==> src/rtl/pipe_stage_skid_if.sv <==
// rtl/pipe_stage_skid_if.sv - valid/ready beat bus carrying ctrl and data payloads
interface pipe_stage_skid_if #(
  parameter int DATA_WIDTH = 64,
  parameter int CTRL_WIDTH = 7
);
  logic                  valid;
  logic                  ready;
  logic [CTRL_WIDTH-1:0] ctrl;
  logic [DATA_WIDTH-1:0] data;

  modport master (output valid, output ctrl, output data, input ready);
  modport slave  (input valid, input ctrl, input data, output ready);
endinterface

==> src/rtl/pipe_stage_skid.sv <==
// rtl/pipe_stage_skid.sv - pipeline stage register with two-entry skid buffer, flush and stall counter
module pipe_stage_skid #(
  parameter int DATA_WIDTH = 64,
  parameter int CTRL_WIDTH = 7,
  parameter int CNT_WIDTH  = 16
) (
  input  logic                 clk,
  input  logic                 rst,
  input  logic                 flush,
  input  logic                 cnt_clr,
  output logic [CNT_WIDTH-1:0] stall_cnt,
  pipe_stage_skid_if.slave     up,
  pipe_stage_skid_if.master    dn
);

  typedef enum logic [1:0] {
    EMPTY = 2'd0,
    ONE   = 2'd1,
    TWO   = 2'd2
  } state_t;

  state_t                state;
  state_t                state_nxt;
  logic [CTRL_WIDTH-1:0] main_ctrl;
  logic [CTRL_WIDTH-1:0] skid_ctrl;
  logic [DATA_WIDTH-1:0] main_data;
  logic [DATA_WIDTH-1:0] skid_data;
  logic                  accept;
  logic                  drain;
  logic                  load_main_in;
  logic                  load_main_skid;
  logic                  load_skid;

  // Every output is decoded from registered state, so in_ready never sees out_ready.
  assign up.ready = (state != TWO);
  assign dn.valid = (state != EMPTY);
  assign dn.ctrl  = (state != EMPTY) ? main_ctrl : '0;
  assign dn.data  = main_data;

  assign accept = up.valid & (state != TWO);
  assign drain  = (state != EMPTY) & dn.ready;

  always_ff @(posedge clk or negedge rst) begin
    if (!rst) begin
      state <= EMPTY;
    end else begin
      state <= state_nxt;
    end
  end

  always_comb begin
    state_nxt      = state;
    load_main_in   = 1'b0;
    load_main_skid = 1'b0;
    load_skid      = 1'b0;
    if (flush) begin
      state_nxt = EMPTY;
    end else begin
      unique case (state)
        EMPTY: begin
          if (accept) begin
            state_nxt    = ONE;
            load_main_in = 1'b1;
          end
        end
        ONE: begin
          if (accept && drain) begin
            load_main_in = 1'b1;
          end else if (accept) begin
            state_nxt = TWO;
            load_skid = 1'b1;
          end else if (drain) begin
            state_nxt = EMPTY;
          end
        end
        TWO: begin
          if (drain) begin
            state_nxt      = ONE;
            load_main_skid = 1'b1;
          end
        end
        default: state_nxt = EMPTY;
      endcase
    end
  end

  // Flush clears only the ctrl bits; data registers keep their last contents.
  always_ff @(posedge clk or negedge rst) begin
    if (!rst) begin
      main_ctrl <= '0;
      main_data <= '0;
      skid_ctrl <= '0;
      skid_data <= '0;
    end else if (flush) begin
      main_ctrl <= '0;
      skid_ctrl <= '0;
    end else begin
      if (load_main_in) begin
        main_ctrl <= up.ctrl;
        main_data <= up.data;
      end else if (load_main_skid) begin
        main_ctrl <= skid_ctrl;
        main_data <= skid_data;
      end
      if (load_skid) begin
        skid_ctrl <= up.ctrl;
        skid_data <= up.data;
      end
    end
  end

  always_ff @(posedge clk or negedge rst) begin
    if (!rst) begin
      stall_cnt <= '0;
    end else if (cnt_clr) begin
      stall_cnt <= '0;
    end else if ((state != EMPTY) && !dn.ready && (stall_cnt != '1)) begin
      stall_cnt <= stall_cnt + {{(CNT_WIDTH-1){1'b0}}, 1'b1};
    end
  end

endmodule

==> src/flat_wrapper.sv <==
// flat-port wrapper written by rule: the top's interface ports become plain ports
module pipe_stage_skid_flat 
#(
  parameter int DATA_WIDTH = 64,
  parameter int CTRL_WIDTH = 7,
  parameter int CNT_WIDTH  = 16
)
  (clk, rst, flush, cnt_clr, stall_cnt, up_valid, up_ctrl, up_data, up_ready, dn_valid, dn_ctrl, dn_data, dn_ready);
  pipe_stage_skid_if #(.DATA_WIDTH(DATA_WIDTH), .CTRL_WIDTH(CTRL_WIDTH)) up_i ();
  pipe_stage_skid_if #(.DATA_WIDTH(DATA_WIDTH), .CTRL_WIDTH(CTRL_WIDTH)) dn_i ();
  input  logic clk;
  input  logic rst;
  input  logic flush;
  input  logic cnt_clr;
  output logic [CNT_WIDTH-1:0] stall_cnt;
  input wire logic [$bits(up_i.valid)-1:0] up_valid;
  input wire logic [$bits(up_i.ctrl)-1:0] up_ctrl;
  input wire logic [$bits(up_i.data)-1:0] up_data;
  output wire logic [$bits(up_i.ready)-1:0] up_ready;
  output wire logic [$bits(dn_i.valid)-1:0] dn_valid;
  output wire logic [$bits(dn_i.ctrl)-1:0] dn_ctrl;
  output wire logic [$bits(dn_i.data)-1:0] dn_data;
  input wire logic [$bits(dn_i.ready)-1:0] dn_ready;
  assign up_i.valid = up_valid;
  assign up_i.ctrl = up_ctrl;
  assign up_i.data = up_data;
  assign up_ready = up_i.ready;
  assign dn_valid = dn_i.valid;
  assign dn_ctrl = dn_i.ctrl;
  assign dn_data = dn_i.data;
  assign dn_i.ready = dn_ready;
  pipe_stage_skid #(.DATA_WIDTH(DATA_WIDTH), .CTRL_WIDTH(CTRL_WIDTH), .CNT_WIDTH(CNT_WIDTH)) u_core (.clk(clk), .rst(rst), .flush(flush), .cnt_clr(cnt_clr), .stall_cnt(stall_cnt), .up(up_i), .dn(dn_i));
endmodule
==> config.mk <==
export PLATFORM = sky130hd
export DESIGN_NAME = pipe_stage_skid_flat
export DESIGN_NICKNAME = d
export VERILOG_FILES = /design/src/rtl/pipe_stage_skid_if.sv /design/src/rtl/pipe_stage_skid.sv /design/src/flat_wrapper.sv
export SDC_FILE = /design/constraint.sdc
export NUM_CORES = 1
export LEC_CHECK = 0
export ABC_AREA = 1
export CAP_MARGIN = 25
export CORE_MARGIN = 2
export CORE_UTILIZATION = 51
export CTS_BUF_LIST = sky130_fd_sc_hd__clkbuf_4 sky130_fd_sc_hd__clkbuf_8 sky130_fd_sc_hd__clkbuf_16
export DETAILED_ROUTE_END_ITERATION = 7
export PLACE_DENSITY = 0.81
export SLEW_MARGIN = 20
export SYNTH_ARGS = -nofsm -noshare
export SYNTH_HDL_FRONTEND = slang
export SYNTH_SLANG_ARGS = --single-unit
==> constraint.sdc <==
create_clock -name clk -period 2.1 [get_ports clk]
set_input_delay 0.21 -clock clk [delete_from_list [all_inputs] [get_ports clk]]
set_output_delay 0.21 -clock clk [all_outputs]
set_load 0.02 [all_outputs]
# Yosys cells after proc, flatten, opt, wreduce, memory -nomap -nowiden
# Index checks and enable logic that the tools add are counted.
[word_totals]
regBits = 160
in_bits = 77
output_inout_bits = 89
wordCells = 58
[op_classes]
addsub = 1
eq_ne = 8
n_mux = 27
bitwise_logic = 3
reduce_logical = 13
[ops]
columns = ["cell", "count"]
rows = [
  ["$mux W64", 2],
  ["$mux W7", 6],
  ["$mux W16", 2],
  ["$add A16 B1 Y16 const B", 1],
  ["$ne A16 B16 Y1 const B", 1],
  ["$mux W2", 6],
  ["$mux W1", 9],
  ["$reduce_bool A2 Y1", 4],
  ["$ne A3 B2 Y1 const B", 2],
  ["$pmux W2 S3", 1],
  ["$ne A4 B2 Y1 const B", 1],
  ["$reduce_and A2 Y1", 2],
  ["$reduce_and A4 Y1", 1],
  ["$logic_and A1 B1 Y1", 3],
  ["$ne A3 B3 Y1 const B", 1],
  ["$reduce_bool A3 Y1", 1],
  ["$and A1 B1 Y1", 2],
  ["$eq A2 B1 Y1 const B", 1],
  ["$eq A2 B2 Y1 const B", 1],
  ["$logic_not A2 Y1", 1],
  ["$ne A2 B2 Y1 const B", 1],
  ["$pmux W1 S2", 1],
  ["$logic_not A1 Y1", 1],
  ["$not A1 Y1", 1],
]

# Logic depth before layout (Yosys ltp)
[depth]
depth_word = 8
mapped_depth = 10
ltp_nobuf = 9

# Worst setup path after synthesis
# Ideal clock, no wire load.
[synth_path]
path_kind = "register to register"
startpoint = "register u_core.stall_cnt[0]"
endpoint = "register u_core.stall_cnt[12]"
setup_ns = 0.066
t_arrival_ns = 1.675
required_ns = 2.034
setup_slack_ns = 0.359
path_stages_with_launch = 11
path_buffers = 1
period_less_slack_ns = 1.741
path_cell_list = "dfrtp_1 > ha_1 > nand3_1 > inv_2 > nand2_1 > nor2_2 > nor2_4 > nor2_4 > buf_6 > nand2_1 > nand2_1"
[synth_via]
elab_chain_len = 3
elab_cells_between_ends = 6
classes_between = "add/sub (1); eq/ne (1); mux (2); reduce/logical (2)"
[synth_rtl]
columns = ["element", "line", "source"]
rows = [
  ["from (decl)", "pipe_stage_skid.sv:11", "output logic [CNT_WIDTH-1:0] stall_cnt,"],
  ["from (signal assigned)", "pipe_stage_skid.sv:118", "stall_cnt <= stall_cnt + {{(CNT_WIDTH-1){1'b0}}, 1'b1};"],
  ["$add A16 B1 Y16 or $ne A16 B16 Y1 (tied branches)", "pipe_stage_skid.sv:118, pipe_stage_skid.sv:117", ""],
  ["$mux W16 or $logic_and A1 B1 Y1 (tied branches)", "pipe_stage_skid.sv:117", "end else if ((state != EMPTY) && !dn.ready && (stall_cnt != '1)) begin"],
  ["$mux W16 or $reduce_bool A2 Y1 (tied branches)", "--", ""],
]
# Several ways; a longest one is shown, not always the timed one. The select of a mux whose other input is x is not followed.
# A chain may end at the register's enable or synchronous reset.

# Final worst setup path
[layout_path]
startpoint = "register u_core.state[0]"
endpoint = "output up_ready"
[layout_via]
elab_chain_len = 1
[layout_rtl]
columns = ["element", "line", "source"]
rows = [
  ["from (decl)", "pipe_stage_skid.sv:22", "state_t state;"],
  ["from (signal assigned)", "pipe_stage_skid.sv:47", "state <= state_nxt;"],
  ["$ne A2 B2 Y1", "pipe_stage_skid.sv:35", "assign up.ready = (state != TWO);"],
  ["to (decl)", "flat_wrapper.sv:19", "output wire logic [$bits(up_i.ready)-1:0] up_ready;"],
]
# No other way between the ends.

==> flow_metrics.env <==
export IMPL_n_antenna_cell=0
export IMPL_path_class="register to primary output"
export IMPL_synthCells=744
export IMPL_wl_um=17200
export IMPL_synth_seq_cells=160
export IMPL_cts_sinks=160
export IMPL_vias_per_cell=5.36
export IMPL_first_iter_violations=515
export IMPL_slowest_stage="clkdlybuf4s50_1"
export IMPL_antenna_left=0
export IMPL_cts_root_buf="clkbuf_16"
export IMPL_synth_top_family_by_area="simple AND/OR/NAND/NOR gates"
export IMPL_hpwlAfterDp_um=11400
export IMPL_grt_ovfl_total=0
export IMPL_cpPeakStageDelay_ps=640
export IMPL_syn_avg_cell_area_sq_um=9.80
export IMPL_synth_area_sq_mm=0.00729
export IMPL_gp_congestion=0.866
export IMPL_most_common_layout_cells="203 x nand2_1, 164 x clkdlybuf4s50_1, 160 x dfrtp_1"
export IMPL_cts_tree="built"
export IMPL_synth_mux_area_fraction_pct=11.2
export IMPL_max_slew_margin_pct=67.9
export IMPL_grt_setup_unrepaired="false"
export IMPL_r2r_end="u_core.stall_cnt[11]$_DFFE_PN0P_"
export IMPL_drv_slew=0
export IMPL_grt_pass1_vias=5733
export IMPL_vdd_ir_drop_max_uv=658
export IMPL_cp_cell_sequence="inv_2 > nand2_1 > clkdlybuf4s50_1"
export IMPL_worstSetupStartpointType="register"
export IMPL_fp_coreArea_sq_mm=0.0139
export IMPL_fin_util_pct=69.8
export IMPL_cp_arrival_ps=1780
export IMPL_crit_buf_inv=2
export IMPL_cts_buffers=17
export IMPL_start_util_pct=52.3
export IMPL_synth_compound_area_share_pct=7.91
export IMPL_htreeDepth=4
export IMPL_dieHeight_um=124
export IMPL_grt_pass1_wl_um=28100
export IMPL_status="complete, no violations"
export IMPL_path_max_fanout=5
export IMPL_final_nets=984
export IMPL_fill_cells=1059
export IMPL_max_cap_violations=0
export IMPL_reg2reg_depth=9
export IMPL_setup_violations=0
export IMPL_hp_class="primary input to asynchronous set/reset pin"
export IMPL_drive_gt1_share_pct=13.5
export IMPL_cp_required_ps=1890
export IMPL_layout_commonest_cell="nand2_1"
export IMPL_synth_net_count=822
export IMPL_vias=5893
export IMPL_period_share_pct=94.7
export IMPL_dr_pass1_iters=4
export IMPL_fin_skew_ps=6.96
export IMPL_grt_max_degree=111
export IMPL_synthSimpleGateAreaFrac_pct=20.2
export IMPL_rrSetupSlack_ps=240
export IMPL_synth_xor_area_share_pct=0.600
export IMPL_timing_rr_start="u_core.stall_cnt[1]$_DFFE_PN0P_"
export IMPL_fp_dieArea_sq_mm=0.0153
export IMPL_wl_per_cell_um=15.7
export IMPL_power_density_mw_per_mm2=1150
export IMPL_fp_dieW_um=124
export IMPL_drt_drc_violations_left=0
export IMPL_clkTransAtPathRegs_ps=60
export IMPL_clk_latency_ps=420
export IMPL_pin_count=166
export IMPL_tns_ps=0
export IMPL_hold_viol=0
export IMPL_path_delay_family="buffers and inverters"
export IMPL_grt_antenna_before_repair=1
export IMPL_yosysWarnings=0
export IMPL_cts_max_path_buffers=2
export IMPL_syn_to_final_growth_pct=33.3
export IMPL_synth_seq_area_share_pct=54.9
export IMPL_yosys_area_share_adder_pct=0.172
export IMPL_fmax_mhz=503
export IMPL_fin_crit_ps=1990
export IMPL_row_count=43
export IMPL_critPathCaptureType="primary output"
export IMPL_place_port_buffers=165
export IMPL_tightest_slew_ps=481
export IMPL_p_leak_nw=4.35
export IMPL_synth_distinct_cells=30
export IMPL_grt_use_total_pct=23.6
-- cell type report --
type / count / area, sq um / share of cell area (%)
Clock inverter: 12 / 111 / 1.14
Clock buffer: 20 / 448 / 4.61
Timing Repair Buffer: 183 / 1890 / 19.4
Sequential cell: 160 / 4000 / 41.2
Tap cell: 180 / 225 / 2.32
Multi-Input combinational cell: 513 / 2930 / 30.1
Inverter: 31 / 116 / 1.20
-- worst max path at each step --
stage / depth (start not counted) / to / start
floorplan: 10 / u_core.stall_cnt[12]$_DFFE_PN0P_ / u_core.stall_cnt[0]$_DFFE_PN0P_
global placement: 8 / u_core.dn.data[5]$_DFFE_PN0P_ / up_valid
detailed placement: 8 / u_core.dn.data[31]$_DFFE_PN0P_ / up_valid
CTS: 3 / up_ready / u_core.state[0]$_DFFE_PN0P_
global route: 9 / u_core.stall_cnt[11]$_DFFE_PN0P_ / u_core.stall_cnt[1]$_DFFE_PN0P_
finish: 3 / up_ready / u_core.state[0]$_DFFE_PN0P_
-- synth_stat cells --
master	instances	area share, %
nand4_1	15	1.3
inv_2	5	0.26
nand3b_1	3	0.31
o21bai_1	2	0.21
nand3_1	26	1.8
inv_1	26	1.3
o21ai_1	1	0.069
buf_6	8	1.2
buf_2	12	0.82
ha_1	1	0.17
mux2_2	15	2.3
dfrtp_1	160	55
o22ai_1	7	0.60
nand2_2	3	0.26
a31oi_1	64	5.5
or2_2	1	0.086
nor2_4	6	0.93
o21ai_4	1	0.22
mux2_1	4	0.62
xor2_1	5	0.60
o21ai_0	16	1.1
nor2_2	2	0.17
clkbuf_1	13	0.67
nor2_1	94	4.8
o41ai_1	1	0.12
nand2_1	204	10
nor3_1	1	0.069
mux2_4	40	8.2
o31ai_1	1	0.10
buf_4	7	0.72
-- what timing repair did --
item | CTS | global route
buffers inserted | 0 | 0
gates resized for setup | 0 | 0
endpoints found under the hold margin | 37 | 0
hold buffers | 1 | 0
-- kinds of logic after synthesis --
group | after synthesis
AND/OR/NAND/NOR | 355
flip-flops | 160
AO/OA/AOI/OAI | 93
buffers and inverters | 71
multiplexers | 59
XOR/XNOR | 5
adder cells (fa/ha/maj) | 1
-- power by group --
group          internal [W]  leakage (nW)  switching, W  total [W]
Combinational       0.00190          2.13       0.00165    0.00355
Sequential          0.00409          1.96      0.000580    0.00468
Clock               0.00168         0.271       0.00125    0.00293
-- sequential cells by signal (all words and copies together), names as in the netlist --
signal / flops
u_core.dn.data: 64
u_core.skid_data: 64
u_core.stall_cnt: 16
u_core.main_ctrl: 7
u_core.skid_ctrl: 7
u_core.state: 2
-- through the flow --
stage / total power [W] / instances / hold slack (ps) / cell area [sq um] / worst slack (ps)
4_1_cts: 0.0112 / 1099 / 268 / 9730 / 91.8
5_1_grt: 0.0118 / 1099 / 284 / 9730 / 24.0
3_3_place_gp: 0.00815 / 1066 / 149 / 9160 / 291
6_report: 0.0112 / 1099 / 268 / 9730 / 111
2_1_floorplan: 0.00673 / 744 / -85.6 / 7290 / 359
3_5_place_dp: 0.00827 / 1066 / 152 / 9160 / 193
-- per-layer routing --
layer  wire length [um]  track usage [%]  vias up
li1                   -                -     2812
met1               7390             31.3     2864
met2               8450             37.4      187
met3               1020             6.04       28
met4                367             9.30        2
met5                 13                0        -
No activity file was read; power rests on OpenSTA's default activity.
